===== src/rtl/image_streamer_if.sv =====
// Memory read port plus byte stream towards the sink, bundled for the streamer.
// Master side is the streamer; slave side is the memory model / byte sink.
// The sink pushes back through tx_ready; the memory has no backpressure.
interface image_streamer_if #(
    parameter int ADDR_W = 32
);
    logic              mem_rd_en;
    logic [ADDR_W-1:0] mem_addr;
    logic [31:0]       mem_rdata;
    logic [7:0]        tx_data;
    logic              tx_valid;
    logic              tx_ready;

    modport master (
        output mem_rd_en,
        output mem_addr,
        input  mem_rdata,
        output tx_data,
        output tx_valid,
        input  tx_ready
    );

    modport slave (
        input  mem_rd_en,
        input  mem_addr,
        output mem_rdata,
        input  tx_data,
        input  tx_valid,
        output tx_ready
    );
endinterface


===== src/rtl/image_streamer.sv =====
// Streams a byte range out of 32-bit word memory, little-endian, one byte per accepted beat.
// Latency: read + capture cycle per word, so at best 4 bytes every 6 cycles; done 2 cycles after a zero-length start.
// Backpressure: tx_ready low holds tx_data/idx/count in place and no new read is issued.
module image_streamer #(
    parameter int ADDR_W = 32,
    parameter int LEN_W  = 16
) (
    input  logic              clk,
    input  logic              rst,
    input  logic              start,
    input  logic [ADDR_W-1:0] base_addr,
    input  logic [LEN_W-1:0]  length,
    output logic              busy,
    output logic              done,
    image_streamer_if.master  bus
);

    typedef enum logic [2:0] {
        IDLE   = 3'd0,
        READ   = 3'd1,
        WAIT   = 3'd2,
        SEND   = 3'd3,
        FINISH = 3'd4
    } state_t;

    state_t            state_q, state_d;
    logic [ADDR_W-1:0] addr_q, addr_d;
    logic [LEN_W-1:0]  rem_q, rem_d;
    logic [31:0]       word_q, word_d;
    logic [1:0]        idx_q, idx_d;
    logic              done_q;

    always_ff @(posedge clk) begin
        if (rst) begin
            state_q <= IDLE;
            addr_q  <= '0;
            rem_q   <= '0;
            word_q  <= '0;
            idx_q   <= '0;
            done_q  <= 1'b0;
        end else begin
            state_q <= state_d;
            addr_q  <= addr_d;
            rem_q   <= rem_d;
            word_q  <= word_d;
            idx_q   <= idx_d;
            // done lands in the cycle after FINISH, together with busy dropping
            done_q  <= (state_q == FINISH);
        end
    end

    always_comb begin
        state_d = state_q;
        addr_d  = addr_q;
        rem_d   = rem_q;
        word_d  = word_q;
        idx_d   = idx_q;

        case (state_q)
            IDLE: begin
                if (start) begin
                    addr_d  = {base_addr[ADDR_W-1:2], 2'b00};
                    rem_d   = length;
                    state_d = (length == '0) ? FINISH : READ;
                end
            end
            READ: begin
                state_d = WAIT;
            end
            WAIT: begin
                word_d  = bus.mem_rdata;
                idx_d   = 2'd0;
                state_d = SEND;
            end
            SEND: begin
                if (bus.tx_ready) begin
                    rem_d = rem_q - LEN_W'(1);
                    // a partial last word ends here, so its upper bytes are never shown
                    if (rem_q == LEN_W'(1)) begin
                        state_d = FINISH;
                    end else if (idx_q == 2'd3) begin
                        addr_d  = addr_q + ADDR_W'(4);
                        state_d = READ;
                    end else begin
                        idx_d = idx_q + 2'd1;
                    end
                end
            end
            FINISH: begin
                state_d = IDLE;
            end
            default: begin
                state_d = IDLE;
            end
        endcase
    end

    assign bus.mem_rd_en = (state_q == READ);
    assign bus.mem_addr  = addr_q;
    assign bus.tx_valid  = (state_q == SEND);
    assign bus.tx_data   = word_q[{idx_q, 3'b000} +: 8];
    assign busy          = (state_q != IDLE);
    assign done          = done_q;

endmodule


===== src/flat_wrapper.sv =====
// flat-port wrapper written by rule: the top's interface ports become plain ports
module image_streamer_flat 
#(
    parameter int ADDR_W = 32,
    parameter int LEN_W  = 16
)
  (clk, rst, start, base_addr, length, busy, done, bus_mem_rd_en, bus_mem_addr, bus_mem_rdata, bus_tx_data, bus_tx_valid, bus_tx_ready);
  image_streamer_if #(.ADDR_W(ADDR_W)) bus_i ();
  input  logic clk;
  input  logic rst;
  input  logic start;
  input  logic [ADDR_W-1:0] base_addr;
  input  logic [LEN_W-1:0] length;
  output logic busy;
  output logic done;
  output wire logic [$bits(bus_i.mem_rd_en)-1:0] bus_mem_rd_en;
  output wire logic [$bits(bus_i.mem_addr)-1:0] bus_mem_addr;
  input wire logic [$bits(bus_i.mem_rdata)-1:0] bus_mem_rdata;
  output wire logic [$bits(bus_i.tx_data)-1:0] bus_tx_data;
  output wire logic [$bits(bus_i.tx_valid)-1:0] bus_tx_valid;
  input wire logic [$bits(bus_i.tx_ready)-1:0] bus_tx_ready;
  assign bus_mem_rd_en = bus_i.mem_rd_en;
  assign bus_mem_addr = bus_i.mem_addr;
  assign bus_i.mem_rdata = bus_mem_rdata;
  assign bus_tx_data = bus_i.tx_data;
  assign bus_tx_valid = bus_i.tx_valid;
  assign bus_i.tx_ready = bus_tx_ready;
  image_streamer #(.ADDR_W(ADDR_W), .LEN_W(LEN_W)) u_core (.clk(clk), .rst(rst), .start(start), .base_addr(base_addr), .length(length), .busy(busy), .done(done), .bus(bus_i));
endmodule

===== config.mk =====
export PLATFORM = sky130hd
export DESIGN_NAME = image_streamer_flat
export DESIGN_NICKNAME = d
export VERILOG_FILES = /design/src/rtl/image_streamer_if.sv /design/src/rtl/image_streamer.sv /design/src/flat_wrapper.sv
export SDC_FILE = /design/constraint.sdc
export NUM_CORES = 1
export LEC_CHECK = 0
export ABC_CLOCK_PERIOD_IN_PS = 5300
export BUFFER_PORTS_ARGS = -buffer_cell sky130_fd_sc_hd__clkbuf_2
export CAP_MARGIN = 20
export CORE_ASPECT_RATIO = 0.75
export CORE_UTILIZATION = 58
export DETAILED_ROUTE_END_ITERATION = 8
export GPL_ROUTABILITY_DRIVEN = 0
export PLACE_DENSITY = 0.87
export RECOVER_POWER = 25
export SLEW_MARGIN = 10
export SYNTH_ARGS = -nofsm -noshare
export SYNTH_HDL_FRONTEND = slang
export SYNTH_SLANG_ARGS = --single-unit

===== constraint.sdc =====
create_clock -name clk -period 5.3 [get_ports clk]
set_clock_uncertainty 0.2 [all_clocks]
set_input_delay 1.06 -clock clk [delete_from_list [all_inputs] [get_ports clk]]
set_output_delay 1.06 -clock clk [all_outputs]
set_load 0.01 [all_outputs]

Word-level counts from Yosys, hierarchy flattened
Cells that the tools add are included.
{"block": "classes", "n_addsub": 3, "n_eq_ne": 12, "shift": 1, "n_mux": 18, "n_reduce_logical": 9}
{"operator": "two-way mux 32 bit", "count": 4}
{"operator": "one-hot mux 32 bit (2 select lines)", "count": 1}
{"operator": "adder 32 x 3 -> 32 bit, second input constant", "count": 1}
{"operator": "two-way mux 16 bit", "count": 2}
{"operator": "one-hot mux 16 bit (2 select lines)", "count": 1}
{"operator": "indexed part select 32 x 6 -> 8 bit", "count": 1}
{"operator": "equality test 16 x 1 -> 1 bit, second input constant", "count": 1}
{"operator": "logical NOT 16 bit", "count": 1}
{"operator": "subtractor 16 x 1 -> 16 bit, second input constant", "count": 1}
{"operator": "two-way mux 3 bit", "count": 5}
{"operator": "one-hot mux 3 bit (4 select lines)", "count": 1}
{"operator": "equality test 3 x 2 -> 1 bit, second input constant", "count": 2}
{"operator": "two-way mux 2 bit", "count": 3}
{"operator": "!= test 2 bit, second input constant", "count": 3}
{"operator": "AND reduction 3 bit", "count": 2}
{"operator": "AND reduction 5 bit", "count": 1}
{"operator": "!= test 2 x 1 -> 1 bit, second input constant", "count": 2}
{"operator": "one-hot mux 2 bit (2 select lines)", "count": 1}
{"operator": "AND reduction 4 bit", "count": 1}
{"operator": "nonzero test 2 bit", "count": 2}
{"operator": "equality test 3 x 1 -> 1 bit, second input constant", "count": 1}
{"operator": "equality test 3 bit, second input constant", "count": 1}
{"operator": "logical NOT 3 bit", "count": 1}
{"operator": "!= test 3 x 1 -> 1 bit, second input constant", "count": 1}
{"operator": "other kinds (3)", "count": 3}
{"block": "totals", "reg_bits": 86, "in_bits": 84, "output_inout_bits": 44, "word_cells": 49}

Depth between registers and ports, before layout
Gate-level depths: netlist (run 1).
{"block": "depth", "word_depth": 5, "ltp_mapped": 9, "ltp_nobuf": 7}

Worst setup path after synthesis (run 1)
No wires, ideal clock.
{"block": "synth_path", "kind": "register to output", "from": "register u_core.idx_q[0]", "to": "output bus_tx_data[0]", "arrival_ps": 1377, "required_ps": 4040, "slack_ps": 2663, "stages_incl_launch_ff": 3, "n_path_buf": 1, "cell_sequence": "dfxtp_1 > clkbuf_1 > mux4_2"}
{"block": "synth_between", "elab_chain_len": 1}
{"element": "from (decl)", "line_no": "image_streamer.sv:30", "rtl": "logic [1:0] idx_q, idx_d;"}
{"element": "from (signal assigned)", "line_no": "image_streamer.sv:46", "rtl": "idx_q <= idx_d;"}
{"element": "indexed part select 32 x 6 -> 8 bit", "line_no": "image_streamer.sv:101", "rtl": "assign bus.tx_data = word_q[{idx_q, 3'b000} +: 8];"}
{"element": "to (decl)", "line_no": "flat_wrapper.sv:19", "rtl": "output wire logic [$bits(bus_i.tx_data)-1:0] bus_tx_data;"}
No other way between the ends.

Worst setup path after layout (run 1)
{"block": "layout_path", "from": "register u_core.state_q[1]", "to": "output bus_tx_valid"}
{"block": "layout_between", "elab_chain_len": 1}
{"element": "from (decl)", "line_no": "image_streamer.sv:26", "rtl": "state_t state_q, state_d;"}
{"element": "from (signal assigned)", "line_no": "image_streamer.sv:42", "rtl": "state_q <= state_d;"}
{"element": "equality test 3 x 2 -> 1 bit", "line_no": "image_streamer.sv:100", "rtl": "assign bus.tx_valid = (state_q == SEND);"}
{"element": "to (decl)", "line_no": "flat_wrapper.sv:20", "rtl": "output wire logic [$bits(bus_i.tx_valid)-1:0] bus_tx_valid;"}
No other way between the ends.

==> results of run 1 <==
-- metrics by stage --
step / util [%] / power, mW
2_1_floorplan: - / 1.01
3_3_place_gp: 67.6 / 1.11
5_1_grt: 69.9 / 1.63
6_report: 69.9 / 1.55
4_1_cts: 69.9 / 1.55
3_5_place_dp: 67.6 / 1.13
-- registers in the layout, indices dropped and copies added (netlist names) --
| signal | cells |
|---|---|
| u_core.bus.mem_addr | 30 |
| u_core.done | 1 |
| u_core.idx_q | 2 |
| u_core.rem_q | 16 |
| u_core.state_q | 3 |
| u_core.word_q | 32 |
-- layout make-up --
class	count	area (µm²)	area share, %
clock buffer	11	141	2.52
clock inverter	5	36.3	0.647
inverter	10	37.5	0.670
multi-input combinational	468	2910	51.9
sequential	84	1680	30.0
tap	105	131	2.34
timing repair buffer	130	668	11.9
-- Yosys cell counts, types with 5 or more instances --
| cell | n | area, µm² |
|---|---|---|
| clkbuf_1 | 38 | 143 |
| o21ai_0 | 17 | 85.1 |
| o32ai_2 | 5 | 81.3 |
| or3_1 | 6 | 37.5 |
| a21oi_1 | 89 | 445 |
| o32ai_1 | 16 | 140 |
| a31oi_1 | 10 | 62.6 |
| inv_1 | 9 | 33.8 |
| nor2_1 | 34 | 128 |
| buf_2 | 7 | 35.0 |
| nand3_1 | 20 | 100 |
| and3_1 | 9 | 56.3 |
| o31a_1 | 5 | 43.8 |
| a22oi_1 | 16 | 120 |
| dfxtp_1 | 84 | 1680 |
| nand2_1 | 114 | 428 |
| nand4_1 | 9 | 56.3 |
| mux4_2 | 8 | 180 |
| nor3_1 | 18 | 90.1 |
| o31ai_1 | 6 | 45.0 |
| nor4_1 | 10 | 62.6 |
-- routing by layer --
layer	share of wire [%]	global-route usage (%)	up-vias
li1	-	-	2454
met1	44	42.9	2463
met2	46	50.9	304
met3	8.8	7.46	23
met4	1.5	9.18	0
met5	0	0	-
-- power by group through the flow --
stage               clock [mW]  sequential (mW)  combinational, mW
floorplan                    0            0.742              0.267
global placement             0            0.748              0.362
detailed placement           0            0.754              0.377
CTS                      0.430            0.739              0.379
global route             0.458            0.750              0.420
finish                   0.428            0.741              0.385
-- path summary, 6_finish.rpt --
check                    start                end
min reg2reg  u_core.word_q[17]  u_core.word_q[17]
min          u_core.word_q[17]  u_core.word_q[17]
max reg2reg  u_core.state_q[1]    u_core.rem_q[8]
max          u_core.state_q[1]       bus_tx_valid
-- logic make-up after synthesis --
family | synth area share (%)
other cells | 0.0771
simple gates | 26.5
buf+inv | 5.81
compound gates | 28.1
mux | 3.91
fa+ha+maj | 1.03
flops | 34.6
-- critical path: cells and delay by family, from the launching register on --
kind / cells / cell delay [ps]
AND/OR/NAND/NOR: 1 / 150
buffers and inverters: 3 / 1090
flip-flops: 1 / 550
==> metrics.txt, run 1 <==
status=finished, final reports clean; Max Clock Freq=293 MHz; Die Area=8760 µm²; wire per inst=16.8 µm; HP Class=reg2reg; fin. max-slew vios=0; # clock sinks=84; min cycle time layout=3420 ps; FF+latch count, synth=84; endpoints failing setup=0; 1st-iter DRT viols=478; vias in the first global route=4584; nets@finish=791; Syn Inst Count=616; dpl ws=1990 ps; Worst Path Max Fanout=24; IO Count=128; Die H=81.3 µm; Critical-path top delay cell=inv_1; cell area after layout=5600 µm²; combinational power share=24.8%; CTS resizes=0; Clock Path Buffers=2; postcts setup bufs=0; post-route ant nets=0; Max Cap Viol=0; setup TNS=0 ps; crit-path cells=nand3b_1, inv_1, buf_4, clkbuf_2; hold-fix buffers at CTS=0; Final period util=64.5%; Synth cell types=69; via/cell ratio=6.45; pwr dens=277 nW/µm²; final hold violation count=0; Initial Utilization=60.6%; top_reg_cell synth=dfxtp_1; Vias=5244; Area growth syn-to-layout=15.2%; Syn Std Cell Area=4860 µm²; Cell Rows=28; Remaining DRCs=0; CTS tree=built; root buffer cell=clkbuf_8; Die Width=108 µm; initial antenna violation count=0; Post-DP HPWL=9280 µm; maximum vdd drop=0.215 mV; Worst Max-Slew Pin Slew=1010 ps; Switching Fraction=34.2%; Yosys warnings=0; leakage power=2.23 nW; commonest non-fill, non-tap cell in the layout=clkbuf_2; Cell Area, Placed=5430 µm²; H-tree depth=3; WHS=261 ps; Startpoint Class=register; fraction of registers with async set/reset=0%; worst path arrival time=2160 ps; Crit path largest cell delay=590 ps; R2R depth=6; Seq pwr share=47.7%; worst-skew pair later-pin latency=360 ps; most frequent cells in the layout=clkbuf_2 (123), nand2_1 (114), a21oi_1 (89), dfxtp_1 (84), nor2_1 (34); largest net degree at the start of global routing=101; worst hold stages=2; placed insts=797; critical path class=reg2out; Finished Layout Cells=813; Internal=1.02 mW; total core area=8020 µm²; total global routing overflow=0; first-pass GRT wire length=22000 µm; Critical Path End Type=primary output; drt pass-1 iters=6; Switch Pwr=0.531 mW; IO buf count=123; clock transition at the registers of the reported paths=90 ps; sequential fraction of the synthesis area=34.6%; Fillers=666; R2R setup slack=2500 ps; Clock Power Share=27.5%; Routed WL=13700 µm; EDFF count, synth=0; number of CTS-inserted buffers=9; RSZ-0062 raised after global routing=no; share of cells above drive strength 1=25.3%; Worst EP required=4040 ps; Avg Inst Size Synth=7.90 µm²; Relative slew margins=32.4%; Final WS setup=1880 ps; Diodes inserted=0; All-Layer GR Usage=31.8%
(Power assumes the default switching activity.)
==> run 2: changes to the inputs <==
ABC_CLOCK_PERIOD_IN_PS = 2800   (was 5300)
CORE_UTILIZATION = 48   (was 58)
PLACE_DENSITY = 0.77   (was 0.87)
clock period = 2.8 ns   (was 5.3 ns; I/O delays follow)
==> run 2 against run 1 <==
  * Final area rose by 3.8%
  * First-iteration DRC count fell by 5.6%
  * Register-to-register slack got worse by 2200 ps
  * Utilization fell by 10 points
  * Worst setup slack got worse by 1600 ps
  * Total power rose by 110%
  * Combinational power rose by 90%
  * Global-route usage fell by 4.7 points
  * Sequential cell count did not move
  * Via count fell by 1.8%
  * Clock power rose to 2.6 times the previous value
  * Sequential share of layout area fell by 1.1 points
  * Critical path type is now reg2reg
  * Largest cell class unchanged
  * Highest routed layer unchanged
==> metrics.txt, run 2 (synthesis results as in run 1) <==
status=finished, final reports clean (unchanged); WHS=236 ps (was 261 ps); total global routing overflow=0 (unchanged); IO Count=128 (unchanged); CTS tree=built (unchanged); Die Width=118 µm (was 108 µm); max reg flops=32 (unchanged); R2R setup slack=290 ps (was 2500 ps); leakage power=2.24 nW (was 2.23 nW); setup TNS=0 ps (unchanged); Area growth syn-to-layout=19.6% (was 15.2%); worst hold stages=3 (was 2); critical path class=reg2reg (was reg2out); RSZ-0062 raised after global routing=no (unchanged); initial antenna violation count=0 (unchanged); Max Clock Freq=398 MHz; vias in the first global route=4648 (was 4584); Clock Path Buffers=2 (unchanged); Vias=5150 (was 5244); largest net degree at the start of global routing=101 (unchanged); Final WS setup=290 ps (was 1880 ps); Die H=89.2 µm (was 81.3 µm); worst hold endpoint=u_core.word_q[16] (was u_core.word_q[17]); Max Cap Viol=0 (unchanged); R2R depth=7 (was 6); share of cells above drive strength 1=22.4% (was 25.3%); postcts setup bufs=0 (unchanged); All-Layer GR Usage=27.1% (was 31.8%); Critical Path End Type=register (was primary output); Finished Layout Cells=851 (was 813); first-pass GRT wire length=22900 µm (was 22000 µm); Cell Rows=31 (was 28); hold-fix buffers at CTS=0 (unchanged); fin. max-slew vios=0 (unchanged); worst-skew pair later-pin latency=340 ps (was 360 ps); wire per inst=16.4 µm (was 16.8 µm); RR Endpoint=u_core.rem_q[14] (was u_core.rem_q[8]); Post-DP HPWL=9520 µm (was 9280 µm); IO buf count=123 (unchanged); 1st-iter DRT viols=451 (was 478); pwr dens=559 nW/µm² (was 277 nW/µm²); worst path arrival time=2550 ps (was 2160 ps); Worst Path Max Fanout=7 (was 24); commonest non-fill, non-tap cell in the layout=nand2_1 (was clkbuf_2); H-tree depth=3 (unchanged); CTS resizes=0 (unchanged); Worst EP required=2840 ps (was 4040 ps); clock transition at the registers of the reported paths=60 ps (was 90 ps); min cycle time layout=2510 ps; nets@finish=803 (was 791); Relative slew margins=41.0% (was 32.4%); largest register by flop count=u_core.word_q (unchanged); final hold violation count=0 (unchanged); total core area=9740 µm² (was 8020 µm²); via/cell ratio=6.05 (was 6.45); maximum vdd drop=0.331 mV (was 0.215 mV); Hold Path Origin=bus_mem_rdata[16] (was u_core.word_q[17]); Final period util=89.6%; placed insts=836 (was 797); endpoints failing setup=0 (unchanged); RR Startpoint=u_core.rem_q[0] (was u_core.state_q[1]); Startpoint Class=register (unchanged); drt pass-1 iters=5 (was 6); dpl ws=337 ps (was 1990 ps); Remaining DRCs=0 (unchanged); Diodes inserted=0 (unchanged); HP Class=in2reg (was reg2reg); Worst Max-Slew Pin Slew=885 ps (was 1010 ps); post-route ant nets=0 (unchanged); most frequent cells in the layout=nand2_1 (114), clkbuf_2 (92), a21oi_1 (89), dfxtp_1 (84), nor2_1 (34) (was clkbuf_2 (123), nand2_1 (114), a21oi_1 (89), dfxtp_1 (84), nor2_1 (34)); number of CTS-inserted buffers=9 (unchanged); Final Util=59.7% (was 69.9%); Initial Utilization=50.0% (was 60.6%); root buffer cell=clkbuf_16 (was clkbuf_8); # clock sinks=84 (unchanged); Routed WL=14000 µm (was 13700 µm); Die Area=10500 µm² (was 8760 µm²)
## run 2: power breakdown
group	internal (mW)	switching [mW]
Combinational	0.299	0.432
Clock	0.623	0.495
Sequential	1.29	0.108
Total	2.21	1.03
## run 2: worst max path at each step
stage               slack [ps]                to             from  depth (start not counted)
detailed placement         340  u_core.rem_q[14]  u_core.rem_q[0]                          7
finish                     290  u_core.rem_q[14]  u_core.rem_q[0]                          7
global route               130  u_core.rem_q[14]  u_core.rem_q[0]                          7
CTS                        320  u_core.rem_q[14]  u_core.rem_q[0]                          7
global placement           410  u_core.rem_q[14]  u_core.rem_q[0]                          7
floorplan                  560  u_core.rem_q[14]  u_core.rem_q[0]                          8
## run 2: worst max-delay path: stages (launching register included)
cell and delay (ps):
dfxtp_1 330, inv_1 100, ha_1 230, or4b_1 610
nor4_2 470, a21o_1 180, a21oi_1 50, nor4_1 250
## run 2: routing by layer
layer / global-route usage, % / vias up / routed length [µm] / share of wire (%)
met5: 0 / - / 0 / 0
met4: 7.11 / 0 / 120 / 0.86
met3: 6.76 / 9 / 1070 / 7.6
met2: 43.2 / 216 / 6450 / 46
met1: 36.8 / 2446 / 6350 / 45
li1: - / 2479 / - / -
## run 2: layout make-up
| cell class | count | area [µm²] |
|---|---|---|
| Timing Repair Buffer | 142 | 744 |
| Fill cell | 937 | 3920 |
| Sequential cell | 84 | 1680 |
| Tap cell | 132 | 165 |
| Clock buffer | 10 | 239 |
| Inverter | 10 | 37.5 |
| Multi-Input combinational cell | 468 | 2910 |
| Clock inverter | 5 | 38.8 |
## run 2: metrics by stage
stage	power, mW	instance area (µm²)
finish	3.25	5810
global route	3.43	5810
CTS	3.27	5850
global placement	2.13	5580
floorplan	1.91	4870
detailed placement	2.16	5580
==> run 3: changes to the inputs <==
ABC_AREA = 1   (was not set)
CORE_UTILIZATION = 49   (was 48)
==> run 3 against run 2 <==
  * The flow now finishes with violations (capacitance limit, slew limit)
  * Non-clock buffer count down 6
  * Cell count up 31%
  * Worst hold slack better by 28 ps
  * Global-route usage about the same
  * Final area up 4.3%
  * Synthesized cell count up 41%
  * Utilization up 1.8 points
  * Sequential share of layout area down 1.2 points
  * Sequential power up 49%
  * Critical endpoint is now bus_tx_data[3]
  * Largest cell class unchanged
==> metrics.txt, run 3 <==
Max Cap Viol=1 (was 0); Final Util=61.5% (was 59.7%); status=finished with violations (was finished, final reports clean); # clock sinks=84 (unchanged); CP endpoint=bus_tx_data[3] (was u_core.rem_q[14]); WHS=265 ps (was 236 ps); Final period util=89.0% (was 89.6%); CTS tree=built (unchanged); largest net degree at the start of global routing=38 (was 101); postcts setup bufs=0 (unchanged); failing checks=capacitance limit, slew limit; Crit path largest cell delay=380 ps (was 610 ps); clock transition at the registers of the reported paths=70 ps (was 60 ps); Vias=5661 (was 5150); worst-skew pair later-pin latency=340 ps (about the same); initial antenna violation count=0 (unchanged); total core area=9850 µm² (was 9740 µm²); RSZ-0062 raised after global routing=no (unchanged); Finished Layout Cells=1114 (was 851); Initial Utilization=51.5% (was 50.0%); Remaining DRCs=0 (unchanged); fin. max-slew vios=34 (was 0); area share of the largest cell type after synthesis=33.1% (was 34.6%); ranking of synthesized cells by area=dfxtp_1 (33%), nand2_1 (17%), nor2_1 (15%), o21ai_0 (8.0%), nand3_1 (5.8%) (was dfxtp_1 (35%), a21oi_1 (9.2%), nand2_1 (8.8%), mux4_2 (3.7%), clkbuf_1 (2.9%)); via/cell ratio=5.08 (was 6.05); endpoints failing setup=0 (unchanged); Fillers=1001 (was 937); Syn Std Cell Area=5080 µm² (was 4860 µm²); CTS resizes=0 (unchanged); RR Endpoint=u_core.idx_q[1] (was u_core.rem_q[14]); share of cells above drive strength 1=14.3% (was 22.4%); IO buf count=123 (unchanged); Max Clock Freq=401 MHz (was 398 MHz); setup TNS=0 ps (unchanged); sequential fraction of the synthesis area=33.1% (was 34.6%); Die H=90.2 µm (was 89.2 µm); fraction of registers with async set/reset=0% (unchanged); HP Class=in2reg (unchanged); leakage power=2.63 nW (was 2.24 nW); Die Width=120 µm (was 118 µm); Critical Path End Type=primary output (was register); Relative slew margins=-10.2% (was 41.0%); commonest non-fill, non-tap cell in the layout=nand2_1 (unchanged); Die Area=10800 µm² (was 10500 µm²); IO Count=128 (unchanged); Worst EP required=2040 ps (was 2840 ps); FF+latch count, synth=84 (unchanged); R2R setup slack=430 ps (was 290 ps); Synth cell types=31 (was 69); maximum vdd drop=0.432 mV (was 0.331 mV); R2R depth=7 (unchanged); Yosys warnings=0 (unchanged); Startpoint Class=register (unchanged); first-pass GRT wire length=23700 µm (was 22900 µm); 1st-iter DRT viols=570 (was 451); EDFF count, synth=0 (unchanged); Pwr Total=5.88 mW (was 3.25 mW); min cycle time layout=2490 ps (was 2510 ps); most frequent cells in the layout=nand2_1 (226), nor2_1 (209), clkbuf_2 (104), dfxtp_1 (84), o21ai_0 (81) (was nand2_1 (114), clkbuf_2 (92), a21oi_1 (89), dfxtp_1 (84), nor2_1 (34)); top_reg_cell synth=dfxtp_1 (unchanged); Cell Rows=31 (unchanged); largest register by flop count=u_core.word_q (unchanged); H-tree depth=3 (unchanged); placed insts=1098 (was 836); Critical-path top delay cell=inv_1 (was or4b_1); cell area after layout=6060 µm² (was 5810 µm²); dpl ws=587 ps (was 337 ps); worst path arrival time=1730 ps (was 2550 ps); Worst Max-Slew Pin Slew=1650 ps (was 885 ps); Commonest cells post-synth=nand2_1 (226), nor2_1 (209), dfxtp_1 (84) (was nand2_1 (114), a21oi_1 (89), dfxtp_1 (84)); total global routing overflow=0 (unchanged); Area growth syn-to-layout=19.4% (was 19.6%); Worst Path Max Fanout=18 (was 7); nets@finish=1065 (was 803); All-Layer GR Usage=27.1% (about the same); Avg Inst Size Synth=5.84 µm² (was 7.90 µm²); Diodes inserted=0 (unchanged); Final WS setup=309 ps (was 290 ps); max reg flops=32 (unchanged); drt pass-1 iters=5 (unchanged); number of CTS-inserted buffers=9 (unchanged); Post-DP HPWL=10300 µm (was 9520 µm); vias in the first global route=4874 (was 4648); hold-fix buffers at CTS=0 (unchanged); Hold Path Origin=bus_mem_rdata[17] (was bus_mem_rdata[16]); post-route ant nets=0 (unchanged); root buffer cell=clkbuf_16 (unchanged); count leader, synth=nand2_1 (unchanged); final hold violation count=0 (unchanged); pwr dens=970 nW/µm² (was 559 nW/µm²); Clock Path Buffers=2 (unchanged); crit-path cells=buf_4, inv_1, o21ai_0, o22ai_1, clkbuf_2 (was inv_1, ha_1, or4b_1, nor4_2, a21o_1, a21oi_1, nor4_1); Cell Area, Placed=5760 µm² (was 5580 µm²); Syn Inst Count=869 (was 616); wire per inst=12.8 µm (was 16.4 µm); leading area contributor after synthesis=dfxtp_1 (unchanged); crit path from=u_core.idx_q[0] (was u_core.rem_q[0]); Routed WL=14200 µm (was 14000 µm); critical path class=reg2out (was reg2reg); RR Startpoint=u_core.state_q[2] (was u_core.rem_q[0])
## run 3: report_power, final
group / total [mW] / switching (mW) / internal [mW]
combinational: 2.47 / 1.58 / 0.890
sequential: 2.08 / 0.451 / 1.63
clock: 1.32 / 0.530 / 0.795
total: 5.88 / 2.56 / 3.32
## run 3: layer usage
metal,GRT usage [%],vias to the layer above,share of wire (%)
li1,-,2984,-
met1,40.8,2429,50
met2,38.9,238,40
met3,6.22,10,8.8
met4,5.31,0,0.73
met5,0,-,0
## run 3: worst min-delay path by stage
stage	end	slack, ps	cells past startpoint
floorplan	u_core.done	240	1
global placement	u_core.word_q[20]	260	2
detailed placement	u_core.word_q[20]	270	2
CTS	u_core.word_q[17]	260	3
global route	u_core.word_q[15]	280	3
finish	u_core.word_q[17]	260	3
## run 3: critical path, delay by kind of cell, from the launching register on
kind | cells | cell delay (ps)
flip-flops | 1 | 320
AO/OA/AOI/OAI | 2 | 330
buffers and inverters | 3 | 750
## run 3: layout make-up
class	instances	area (µm²)	share of cell area, %
Tap cell	132	165	2.72
Sequential cell	84	1680	27.7
Inverter	74	278	4.58
Clock buffer	9	225	3.72
Timing Repair Buffer	136	682	11.2
Clock inverter	7	104	1.71
Multi-Input combinational cell	672	2930	48.3
## run 3: cell families after synthesis
family,synth area share (%)
adders and majority gates,0.986
DFF,33.1
buffers and inverters,9.31
xor gates and xnor gates,0.863
other,0.0739
and+or+nand+nor,40.1
AOI/OAI and AO/OA,15.5
